[src/rtl/pong_pkg.sv]
// Shared types, default geometry and helpers for the Pong engine.
package pong_pkg;

    typedef enum logic [2:0] {
        ST_IDLE  = 3'd0,
        ST_SERVE = 3'd1,
        ST_PLAY  = 3'd2,
        ST_PAUSE = 3'd3,
        ST_OVER  = 3'd4
    } game_state_t;

    localparam int DEF_SCREEN_W    = 800;
    localparam int DEF_SCREEN_H    = 600;
    localparam int DEF_COORD_W     = 10;
    localparam int DEF_PADDLE_H    = 32;
    localparam int DEF_PADDLE_D    = 8;
    localparam int DEF_PADDLE_X    = 16;
    localparam int DEF_PADDLE_V    = 5;
    localparam int DEF_BALL_S      = 4;
    localparam int DEF_BALL_V0     = 4;
    localparam int DEF_BALL_VMAX   = 12;
    localparam int DEF_WIN_SCORE   = 11;
    localparam int DEF_SCORE_W     = 4;
    localparam int DEF_SERVE_TICKS = 60;
    localparam int DEF_AI_DEADBAND = 4;

    function automatic int clamp(input int value, input int lo, input int hi);
        if (value < lo) begin
            return lo;
        end else if (value > hi) begin
            return hi;
        end
        return value;
    endfunction

endpackage

[src/rtl/pong_engine_if.sv]
// Control inputs and game outputs of the Pong engine, grouped as one bus.
interface pong_engine_if
    import pong_pkg::*;
#(
    parameter int COORD_W = DEF_COORD_W,
    parameter int SCORE_W = DEF_SCORE_W
);
    logic               tick;
    logic               start;
    logic               escape;
    logic               left_up;
    logic               left_down;
    logic               right_up;
    logic               right_down;
    logic               ai_left;
    logic               ai_right;
    logic [COORD_W-1:0] ball_x;
    logic [COORD_W-1:0] ball_y;
    logic [COORD_W-1:0] left_paddle_y;
    logic [COORD_W-1:0] right_paddle_y;
    logic [SCORE_W-1:0] left_score;
    logic [SCORE_W-1:0] right_score;
    logic [2:0]         game_state;
    logic               winner;
    logic               hit_pulse;
    logic               point_pulse;

    modport master (
        output tick, start, escape, left_up, left_down, right_up, right_down,
               ai_left, ai_right,
        input  ball_x, ball_y, left_paddle_y, right_paddle_y, left_score,
               right_score, game_state, winner, hit_pulse, point_pulse
    );

    modport slave (
        input  tick, start, escape, left_up, left_down, right_up, right_down,
               ai_left, ai_right,
        output ball_x, ball_y, left_paddle_y, right_paddle_y, left_score,
               right_score, game_state, winner, hit_pulse, point_pulse
    );
endinterface

[src/rtl/pong_paddle.sv]
// One paddle: human or AI steering, fixed step per enabled tick, clamped to the field.
module pong_paddle
    import pong_pkg::*;
#(
    parameter int COORD_W     = DEF_COORD_W,
    parameter int SCREEN_H    = DEF_SCREEN_H,
    parameter int PADDLE_H    = DEF_PADDLE_H,
    parameter int PADDLE_V    = DEF_PADDLE_V,
    parameter int BALL_S      = DEF_BALL_S,
    parameter int AI_DEADBAND = DEF_AI_DEADBAND
) (
    input  logic               clock,
    input  logic               reset,
    input  logic               step_en,
    input  logic               ai_en,
    input  logic               up,
    input  logic               down,
    input  logic [COORD_W-1:0] ball_y,
    output logic [COORD_W-1:0] paddle_y
);
    localparam int CW = COORD_W + 2;
    localparam logic [COORD_W-1:0]   PADDLE_Y0 = COORD_W'((SCREEN_H - PADDLE_H) / 2);
    localparam logic signed [CW-1:0] STEP      = CW'(PADDLE_V);
    localparam logic signed [CW-1:0] HALF_BALL = CW'(BALL_S / 2);
    localparam logic signed [CW-1:0] HALF_PAD  = CW'(PADDLE_H / 2);
    localparam logic signed [CW-1:0] DEADBAND  = CW'(AI_DEADBAND);

    logic [COORD_W-1:0]   paddle_y_reg;
    logic [COORD_W-1:0]   paddle_y_next;
    logic signed [CW-1:0] pad_pos;
    logic signed [CW-1:0] ball_centre;
    logic signed [CW-1:0] pad_centre;
    logic signed [CW-1:0] target;

    always_comb begin
        pad_pos     = $signed({2'b00, paddle_y_reg});
        ball_centre = $signed({2'b00, ball_y}) + HALF_BALL;
        pad_centre  = pad_pos + HALF_PAD;
        target      = pad_pos;
        if (ai_en) begin
            if (ball_centre < pad_centre - DEADBAND) begin
                target = pad_pos - STEP;
            end else if (ball_centre > pad_centre + DEADBAND) begin
                target = pad_pos + STEP;
            end
        end else if (up ^ down) begin
            target = up ? pad_pos - STEP : pad_pos + STEP;
        end
        // Target may step past either edge; clamp before it is stored.
        paddle_y_next = COORD_W'(clamp(int'(target), 0, SCREEN_H - PADDLE_H));
    end

    always_ff @(posedge clock) begin
        if (reset) begin
            paddle_y_reg <= PADDLE_Y0;
        end else if (step_en) begin
            paddle_y_reg <= paddle_y_next;
        end
    end

    assign paddle_y = paddle_y_reg;

endmodule

[src/rtl/pong_engine.sv]
// Pong game engine: serve/play/pause/over sequencing, ball physics and scoring per frame tick.
module pong_engine
    import pong_pkg::*;
#(
    parameter int SCREEN_W    = DEF_SCREEN_W,
    parameter int SCREEN_H    = DEF_SCREEN_H,
    parameter int COORD_W     = DEF_COORD_W,
    parameter int PADDLE_H    = DEF_PADDLE_H,
    parameter int PADDLE_D    = DEF_PADDLE_D,
    parameter int PADDLE_X    = DEF_PADDLE_X,
    parameter int PADDLE_V    = DEF_PADDLE_V,
    parameter int BALL_S      = DEF_BALL_S,
    parameter int BALL_V0     = DEF_BALL_V0,
    parameter int BALL_VMAX   = DEF_BALL_VMAX,
    parameter int WIN_SCORE   = DEF_WIN_SCORE,
    parameter int SCORE_W     = DEF_SCORE_W,
    parameter int SERVE_TICKS = DEF_SERVE_TICKS,
    parameter int AI_DEADBAND = DEF_AI_DEADBAND
) (
    input  logic         clock,
    input  logic         reset,
    pong_engine_if.slave bus
);
    localparam int CW    = COORD_W + 2;
    localparam int CNT_W = $clog2(SERVE_TICKS + 1);

    localparam logic signed [CW-1:0] X_MAX      = CW'(SCREEN_W - BALL_S);
    localparam logic signed [CW-1:0] Y_MAX      = CW'(SCREEN_H - BALL_S);
    localparam logic signed [CW-1:0] Y_REFLECT  = CW'(2 * (SCREEN_H - BALL_S));
    localparam logic signed [CW-1:0] BALL_X0    = CW'((SCREEN_W - BALL_S) / 2);
    localparam logic signed [CW-1:0] BALL_Y0    = CW'((SCREEN_H - BALL_S) / 2);
    localparam logic signed [CW-1:0] BALL_SZ    = CW'(BALL_S);
    localparam logic signed [CW-1:0] PAD_H      = CW'(PADDLE_H);
    localparam logic signed [CW-1:0] LEFT_X     = CW'(PADDLE_X);
    localparam logic signed [CW-1:0] LEFT_FACE  = CW'(PADDLE_X + PADDLE_D);
    localparam logic signed [CW-1:0] RIGHT_X    = CW'(SCREEN_W - PADDLE_X - PADDLE_D);
    localparam logic signed [CW-1:0] RIGHT_BACK = CW'(SCREEN_W - PADDLE_X);
    localparam logic signed [CW-1:0] RIGHT_STOP = CW'(SCREEN_W - PADDLE_X - PADDLE_D - BALL_S);
    localparam logic signed [CW-1:0] SPEED0     = CW'(BALL_V0);
    localparam logic signed [CW-1:0] VMAX       = CW'(BALL_VMAX);
    localparam logic signed [CW-1:0] ONE        = CW'(1);
    localparam logic [SCORE_W-1:0]   WIN        = SCORE_W'(WIN_SCORE);
    localparam logic [CNT_W-1:0]     SERVE_LOAD = CNT_W'(SERVE_TICKS);

    game_state_t          state_reg;
    game_state_t          resume_reg;
    logic signed [CW-1:0] ball_x_reg;
    logic signed [CW-1:0] ball_y_reg;
    logic signed [CW-1:0] speed_reg;
    logic                 vx_reg;
    logic                 vy_reg;
    logic [CNT_W-1:0]     serve_cnt_reg;
    logic [SCORE_W-1:0]   left_score_reg;
    logic [SCORE_W-1:0]   right_score_reg;
    logic                 winner_reg;
    logic                 hit_pulse_reg;
    logic                 point_pulse_reg;

    logic [1:0]         pad_ai;
    logic [1:0]         pad_up;
    logic [1:0]         pad_down;
    logic [COORD_W-1:0] pad_y [2];
    logic               paddle_step;

    logic signed [CW-1:0] nx;
    logic signed [CW-1:0] ny;
    logic signed [CW-1:0] y_bounce;
    logic                 vy_bounce;
    logic signed [CW-1:0] left_pad;
    logic signed [CW-1:0] right_pad;
    logic signed [CW-1:0] speed_next;
    logic                 left_hit;
    logic                 right_hit;
    logic                 goal_left;
    logic                 goal_right;
    logic [SCORE_W-1:0]   left_score_next;
    logic [SCORE_W-1:0]   right_score_next;

    // Index 0 is the left paddle, index 1 the right paddle.
    assign pad_ai      = {bus.ai_right, bus.ai_left};
    assign pad_up      = {bus.right_up, bus.left_up};
    assign pad_down    = {bus.right_down, bus.left_down};
    assign paddle_step = bus.tick && !bus.escape &&
                         (state_reg == ST_SERVE || state_reg == ST_PLAY);

    genvar gi;
    generate
        for (gi = 0; gi < 2; gi++) begin : g_paddle
            pong_paddle #(
                .COORD_W    (COORD_W),
                .SCREEN_H   (SCREEN_H),
                .PADDLE_H   (PADDLE_H),
                .PADDLE_V   (PADDLE_V),
                .BALL_S     (BALL_S),
                .AI_DEADBAND(AI_DEADBAND)
            ) u_paddle (
                .clock   (clock),
                .reset   (reset),
                .step_en (paddle_step),
                .ai_en   (pad_ai[gi]),
                .up      (pad_up[gi]),
                .down    (pad_down[gi]),
                .ball_y  (ball_y_reg[COORD_W-1:0]),
                .paddle_y(pad_y[gi])
            );
        end
    endgenerate

    always_comb begin
        nx        = vx_reg ? ball_x_reg + speed_reg : ball_x_reg - speed_reg;
        ny        = vy_reg ? ball_y_reg + speed_reg : ball_y_reg - speed_reg;
        y_bounce  = ny;
        vy_bounce = vy_reg;
        if (ny[CW-1]) begin
            y_bounce  = -ny;
            vy_bounce = 1'b1;
        end else if (ny > Y_MAX) begin
            y_bounce  = Y_REFLECT - ny;
            vy_bounce = 1'b0;
        end

        // Hit tests use the paddle positions from before this tick's move.
        left_pad  = $signed({2'b00, pad_y[0]});
        right_pad = $signed({2'b00, pad_y[1]});
        left_hit  = !vx_reg && (nx <= LEFT_FACE) && (nx + BALL_SZ >= LEFT_X) &&
                    (ny + BALL_SZ >= left_pad) && (ny <= left_pad + PAD_H);
        right_hit = vx_reg && (nx + BALL_SZ >= RIGHT_X) && (nx <= RIGHT_BACK) &&
                    (ny + BALL_SZ >= right_pad) && (ny <= right_pad + PAD_H);
        goal_right = nx[CW-1] && !left_hit;
        goal_left  = (nx > X_MAX) && !right_hit;

        speed_next       = (speed_reg < VMAX) ? speed_reg + ONE : VMAX;
        left_score_next  = (left_score_reg == '1) ? left_score_reg
                                                  : left_score_reg + SCORE_W'(1);
        right_score_next = (right_score_reg == '1) ? right_score_reg
                                                   : right_score_reg + SCORE_W'(1);
    end

    always_ff @(posedge clock) begin
        if (reset) begin
            state_reg       <= ST_IDLE;
            resume_reg      <= ST_IDLE;
            ball_x_reg      <= BALL_X0;
            ball_y_reg      <= BALL_Y0;
            speed_reg       <= SPEED0;
            vx_reg          <= 1'b1;
            vy_reg          <= 1'b1;
            serve_cnt_reg   <= '0;
            left_score_reg  <= '0;
            right_score_reg <= '0;
            winner_reg      <= 1'b0;
            hit_pulse_reg   <= 1'b0;
            point_pulse_reg <= 1'b0;
        end else begin
            hit_pulse_reg   <= 1'b0;
            point_pulse_reg <= 1'b0;
            case (state_reg)
                ST_IDLE: begin
                    if (bus.start) begin
                        state_reg       <= ST_SERVE;
                        left_score_reg  <= '0;
                        right_score_reg <= '0;
                        ball_x_reg      <= BALL_X0;
                        ball_y_reg      <= BALL_Y0;
                        speed_reg       <= SPEED0;
                        serve_cnt_reg   <= SERVE_LOAD;
                    end
                end
                ST_SERVE: begin
                    if (bus.escape) begin
                        resume_reg <= ST_SERVE;
                        state_reg  <= ST_PAUSE;
                    end else if (bus.tick) begin
                        if (serve_cnt_reg <= CNT_W'(1)) begin
                            state_reg     <= ST_PLAY;
                            serve_cnt_reg <= '0;
                        end else begin
                            serve_cnt_reg <= serve_cnt_reg - CNT_W'(1);
                        end
                    end
                end
                ST_PLAY: begin
                    if (bus.escape) begin
                        resume_reg <= ST_PLAY;
                        state_reg  <= ST_PAUSE;
                    end else if (bus.tick) begin
                        if (goal_left || goal_right) begin
                            ball_x_reg      <= BALL_X0;
                            ball_y_reg      <= BALL_Y0;
                            speed_reg       <= SPEED0;
                            vx_reg          <= goal_left;  // serve toward the conceding side
                            vy_reg          <= ~vy_reg;
                            point_pulse_reg <= 1'b1;
                            if (goal_right) begin
                                right_score_reg <= right_score_next;
                                if (right_score_next == WIN) begin
                                    state_reg  <= ST_OVER;
                                    winner_reg <= 1'b1;
                                end else begin
                                    state_reg     <= ST_SERVE;
                                    serve_cnt_reg <= SERVE_LOAD;
                                end
                            end else begin
                                left_score_reg <= left_score_next;
                                if (left_score_next == WIN) begin
                                    state_reg  <= ST_OVER;
                                    winner_reg <= 1'b0;
                                end else begin
                                    state_reg     <= ST_SERVE;
                                    serve_cnt_reg <= SERVE_LOAD;
                                end
                            end
                        end else begin
                            ball_y_reg <= y_bounce;
                            vy_reg     <= vy_bounce;
                            if (left_hit) begin
                                ball_x_reg    <= LEFT_FACE;
                                vx_reg        <= 1'b1;
                                speed_reg     <= speed_next;
                                hit_pulse_reg <= 1'b1;
                            end else if (right_hit) begin
                                ball_x_reg    <= RIGHT_STOP;
                                vx_reg        <= 1'b0;
                                speed_reg     <= speed_next;
                                hit_pulse_reg <= 1'b1;
                            end else begin
                                ball_x_reg <= nx;
                            end
                        end
                    end
                end
                ST_PAUSE: begin
                    if (bus.start) begin
                        state_reg <= resume_reg;
                    end
                end
                ST_OVER: begin
                    if (bus.start) begin
                        state_reg <= ST_IDLE;
                    end
                end
                default: state_reg <= ST_IDLE;
            endcase
        end
    end

    assign bus.ball_x         = ball_x_reg[COORD_W-1:0];
    assign bus.ball_y         = ball_y_reg[COORD_W-1:0];
    assign bus.left_paddle_y  = pad_y[0];
    assign bus.right_paddle_y = pad_y[1];
    assign bus.left_score     = left_score_reg;
    assign bus.right_score    = right_score_reg;
    assign bus.game_state     = state_reg;
    assign bus.winner         = winner_reg;
    assign bus.hit_pulse      = hit_pulse_reg;
    assign bus.point_pulse    = point_pulse_reg;

endmodule
[src/flat_wrapper.sv]
// flat-port wrapper written by rule: the top's interface ports become plain ports
module pong_engine_flat import pong_pkg::*;
#(
    parameter int SCREEN_W    = DEF_SCREEN_W,
    parameter int SCREEN_H    = DEF_SCREEN_H,
    parameter int COORD_W     = DEF_COORD_W,
    parameter int PADDLE_H    = DEF_PADDLE_H,
    parameter int PADDLE_D    = DEF_PADDLE_D,
    parameter int PADDLE_X    = DEF_PADDLE_X,
    parameter int PADDLE_V    = DEF_PADDLE_V,
    parameter int BALL_S      = DEF_BALL_S,
    parameter int BALL_V0     = DEF_BALL_V0,
    parameter int BALL_VMAX   = DEF_BALL_VMAX,
    parameter int WIN_SCORE   = DEF_WIN_SCORE,
    parameter int SCORE_W     = DEF_SCORE_W,
    parameter int SERVE_TICKS = DEF_SERVE_TICKS,
    parameter int AI_DEADBAND = DEF_AI_DEADBAND
)
  (clock, reset, bus_tick, bus_start, bus_escape, bus_left_up, bus_left_down, bus_right_up, bus_right_down, bus_ai_left, bus_ai_right, bus_ball_x, bus_ball_y, bus_left_paddle_y, bus_right_paddle_y, bus_left_score, bus_right_score, bus_game_state, bus_winner, bus_hit_pulse, bus_point_pulse);
  pong_engine_if #(.COORD_W(COORD_W), .SCORE_W(SCORE_W)) bus_i ();
  input  logic clock;
  input  logic reset;
  input wire logic [$bits(bus_i.tick)-1:0] bus_tick;
  input wire logic [$bits(bus_i.start)-1:0] bus_start;
  input wire logic [$bits(bus_i.escape)-1:0] bus_escape;
  input wire logic [$bits(bus_i.left_up)-1:0] bus_left_up;
  input wire logic [$bits(bus_i.left_down)-1:0] bus_left_down;
  input wire logic [$bits(bus_i.right_up)-1:0] bus_right_up;
  input wire logic [$bits(bus_i.right_down)-1:0] bus_right_down;
  input wire logic [$bits(bus_i.ai_left)-1:0] bus_ai_left;
  input wire logic [$bits(bus_i.ai_right)-1:0] bus_ai_right;
  output wire logic [$bits(bus_i.ball_x)-1:0] bus_ball_x;
  output wire logic [$bits(bus_i.ball_y)-1:0] bus_ball_y;
  output wire logic [$bits(bus_i.left_paddle_y)-1:0] bus_left_paddle_y;
  output wire logic [$bits(bus_i.right_paddle_y)-1:0] bus_right_paddle_y;
  output wire logic [$bits(bus_i.left_score)-1:0] bus_left_score;
  output wire logic [$bits(bus_i.right_score)-1:0] bus_right_score;
  output wire logic [$bits(bus_i.game_state)-1:0] bus_game_state;
  output wire logic [$bits(bus_i.winner)-1:0] bus_winner;
  output wire logic [$bits(bus_i.hit_pulse)-1:0] bus_hit_pulse;
  output wire logic [$bits(bus_i.point_pulse)-1:0] bus_point_pulse;
  assign bus_i.tick = bus_tick;
  assign bus_i.start = bus_start;
  assign bus_i.escape = bus_escape;
  assign bus_i.left_up = bus_left_up;
  assign bus_i.left_down = bus_left_down;
  assign bus_i.right_up = bus_right_up;
  assign bus_i.right_down = bus_right_down;
  assign bus_i.ai_left = bus_ai_left;
  assign bus_i.ai_right = bus_ai_right;
  assign bus_ball_x = bus_i.ball_x;
  assign bus_ball_y = bus_i.ball_y;
  assign bus_left_paddle_y = bus_i.left_paddle_y;
  assign bus_right_paddle_y = bus_i.right_paddle_y;
  assign bus_left_score = bus_i.left_score;
  assign bus_right_score = bus_i.right_score;
  assign bus_game_state = bus_i.game_state;
  assign bus_winner = bus_i.winner;
  assign bus_hit_pulse = bus_i.hit_pulse;
  assign bus_point_pulse = bus_i.point_pulse;
  pong_engine #(.SCREEN_W(SCREEN_W), .SCREEN_H(SCREEN_H), .COORD_W(COORD_W), .PADDLE_H(PADDLE_H), .PADDLE_D(PADDLE_D), .PADDLE_X(PADDLE_X), .PADDLE_V(PADDLE_V), .BALL_S(BALL_S), .BALL_V0(BALL_V0), .BALL_VMAX(BALL_VMAX), .WIN_SCORE(WIN_SCORE), .SCORE_W(SCORE_W), .SERVE_TICKS(SERVE_TICKS), .AI_DEADBAND(AI_DEADBAND)) u_core (.clock(clock), .reset(reset), .bus(bus_i));
endmodule
[config.mk]
export PLATFORM = sky130hd
export DESIGN_NAME = pong_engine_flat
export DESIGN_NICKNAME = d
export VERILOG_FILES = /design/src/rtl/pong_pkg.sv /design/src/rtl/pong_engine_if.sv /design/src/rtl/pong_paddle.sv /design/src/rtl/pong_engine.sv /design/src/flat_wrapper.sv
export SDC_FILE = /design/constraint.sdc
export NUM_CORES = 1
export LEC_CHECK = 0
export ABC_AREA = 1
export ABC_CLOCK_PERIOD_IN_PS = 6900
export CORE_ASPECT_RATIO = 0.5
export CORE_UTILIZATION = 29
export CTS_BUF_LIST = sky130_fd_sc_hd__clkbuf_4 sky130_fd_sc_hd__clkbuf_8
export CTS_CLUSTER_SIZE = 30
export DETAILED_ROUTE_END_ITERATION = 8
export PLACE_DENSITY = 0.43
export SETUP_SLACK_MARGIN = 0.4
export SYNTH_ARGS = -nofsm -noshare
export SYNTH_HDL_FRONTEND = slang
export SYNTH_HIERARCHICAL = 1
export SYNTH_SLANG_ARGS = --single-unit
[constraint.sdc]
create_clock -name clock -period 6.9 [get_ports clock]
set_input_delay 1.38 -clock clock [delete_from_list [all_inputs] [get_ports clock]]
set_output_delay 1.38 -clock clock [all_outputs]
set_load 0.005 [all_outputs]
==> flow_metrics.py <==
metrics = {
    "finish": {
        "largest_register_ffs": 20,
        "design_area_sq_mm": 0.0135,
        "drive_above_1_share_pct": 6.51,
        "diodes": 0,
        "area_growth_pct": 9.11,
        "instances_no_fill": 2609,
        "postLayoutCoreUtil_pct": 32.7,
        "nNetsFinal": 2189,
    },
    "worst_setup_path": {
        "worstSetupPathType": "register to register",
        "cpPeakStageDelay_ns": 0.58,
        "cp_max_fo": 11,
        "cp_slowest_cell": "xnor2_1",
        "start_kind": "register",
        "cp.required_ns": 7.25,
        "crit_top_cell": "inv_1",
        "end_kind": "register",
        "critPathArrivalTime_ns": 6.01,
    },
    "die": {
        "start_util_pct": 29.9,
        "die_area_sq_mm": 0.0434,
        "num_rows": 52,
        "die_y_microns": 148,
        "die_w_microns": 294,
        "coreArea_sq_mm": 0.0412,
        "io_pins": 65,
    },
    "global_route": {
        "grt_max_degree": 60,
        "grt_pass1_vias": 11800,
        "grtUsageTotal_pct": 19.6,
        "antenna_found_initial": 0,
        "overflow": 0,
        "grt_pass1_wl_microns": 66800,
    },
    "cts": {
        "worst_skew_pair.late_latency_ns": 0.42,
        "cts-buffers-inserted": 9,
        "cts_resized": 0,
        "cts_tree": "built",
        "clk_pin_slew_worst_paths_ns": 0.11,
        "clockBufferDepth": 2,
        "numClockSinks": 80,
        "cts_hold_buf": 0,
        "htree_levels": 3,
        "cts_root_buf": "clkbuf_8",
        "postCtsSetupRepairBufs": 0,
    },
    "logic_synthesis": {
        "synthMostInstantiatedCell": "nand2_1",
        "synth_edf_count": 0,
        "ys_async_sr_fraction_pct": 0,
        "ys_seq_area_share_pct": 13.0,
        "synth_common_cells": "nand2_1 (536), inv_1 (250), nand3_1 (180)",
        "syn-num-nets": 2181,
        "synthTopCellsByArea": "nand2_1 (16%), ha_1 (14%), dfxtp_1 (13%)",
        "syn_inst": 2029,
        "ys_seq_elements": 80,
        "synth-main-ff-cell": "dfxtp_1",
        "synth_top_cell_by_area": "nand2_1",
        "syn_area_sq_mm": 0.0123,
        "yosysWarnings": 6,
        "synth_top_area_share_pct": 16.3,
        "synth.avg_cell_area_sq_um": 6.08,
        "synth.distinct_cells": 61,
    },
    "routing": {
        "vias": 12600,
        "ant_nets": 0,
        "wl_microns": 42100,
        "drc": 0,
        "drt_iter0_markers": 828,
        "viasPerCell": 4.83,
        "first_pass_iters": 6,
        "wl_per_cell_microns": 16.1,
    },
    "timing": {
        "fin_crit_sh_pct": 81.9,
        "final-setup-viol-count": 0,
        "fmax_mhz": 177,
        "worst_slew_pin_slew_ns": 1.13,
        "tns_ns": 0,
        "fin_skew_ns": 0.0175,
        "max-slew-margin-rel_pct": 24.1,
        "report.final.slew_viol_count": 0,
        "hold_violations": 0,
        "rsz0062_at_grt": "false",
        "holdWs_ns": 0.459,
        "setup_ws_ns": 1.25,
        "fin_crit_ns": 5.65,
    },
    "place": {
        "dpl.hpwl_microns": 32500,
        "portBuffers": 64,
        "placed_cells": 2593,
        "gp_congestion": 0.830,
        "place_area_sq_mm": 0.0133,
        "preCtsSetupSlack_ns": 1.29,
    },
    "power_and_ir_drop": {
        "powerDensity_mw_per_mm2": 497,
        "p_leak_nw": 6.46,
        "finalPower_mw": 6.68,
        "irDropWorstVdd_mv": 0.155,
    },
    "status": {
        "status": "finished clean",
    },
    "min_path": {
        "min_path_type": "register to register",
    },
    "job": {
        "drv_cap": 0,
    },
}
-- report_power, final --
| group | total, mW | switching [mW] | internal (mW) |
|---|---|---|---|
| Combinational | 5.52 | 3.71 | 1.81 |
| Clock | 0.384 | 0.245 | 0.139 |
| Sequential | 0.778 | 0.221 | 0.557 |
-- cells in the final DEF (no fill, tap or decap), types with 3 or more instances in the layout --
cell type        instances
dfxtp_1                 80
xor2_1                  96
inv_1                  250
nor4_1                   3
nand2_2                 28
ha_1                   139
nor2_1                 176
nor3_1                  21
a21oi_2                  5
o21ai_1                 25
o21ai_0                 75
a31oi_1                  7
o221ai_1                 3
buf_4                    7
clkbuf_8                 9
o21ai_2                  4
inv_2                   21
a21o_1                   7
xnor2_1                 10
nor3_4                   4
o22ai_1                  8
nand3b_1                 4
nor2_2                   6
clkdlybuf4s50_1         63
nand4_1                 44
nand2_4                  8
nand3_1                180
a21oi_1                134
o211ai_1                15
nand3_4                  3
o21bai_1                 9
clkinv_1                 4
nand3_2                  8
nand2_1                536
nor2_4                   8
-- final cells by class --
class | instances | area, sq um
Fill cell | 4605 | 27700
Inverter | 278 | 1050
Clock inverter | 7 | 61.3
Sequential cell | 80 | 1600
Timing Repair Buffer | 71 | 688
Multi-Input combinational cell | 1597 | 9220
Clock buffer | 9 | 124
Tap cell | 567 | 709
-- metal layers --
metal / routed length [microns] / global-route usage, % / vias up
li1: - / - / 6625
met1: 20800 / 27.1 / 5700
met2: 19000 / 32.3 / 238
met3: 1610 / 2.38 / 40
met4: 617 / 4.43 / 0
met5: 0 / 0 / -
-- worst paths after layout --
kind	startpoint	end	slack, ns	depth (start not counted)
worst max-delay path	u_core/speed_reg[0]	u_core/ball_x_reg[4]	1.25	26
worst min-delay path	u_core/ball_x_reg[10]	u_core/ball_x_reg[10]	0.46	2
worst max register to register	u_core/speed_reg[0]	u_core/ball_x_reg[4]	1.25	26
worst min register to register	u_core/ball_x_reg[10]	u_core/ball_x_reg[10]	0.46	2
-- cell families (layout without fill, tap and decap cells) --
logic type / Yosys count / count (layout) / synth area share [%]
compound gates: 306 / 306 / 14.1
flops: 80 / 80 / 13.0
fa+ha+maj: 141 / 141 / 14.4
simple gates: 1041 / 1041 / 38.2
xor+xnor: 109 / 109 / 8.01
buf+inv: 352 / 365 / 12.2
-- critical path, delay by kind of cell, from the launching register on --
kind	cells	cell delay [ns]
flip-flops	1	0.49
adder cells (fa/ha/maj)	3	1.02
XOR/XNOR	2	0.72
AND/OR/NAND/NOR	12	1.95
buffers and inverters	5	0.71
AO/OA/AOI/OAI	4	0.69
No activity file was read; power rests on OpenSTA's default activity.
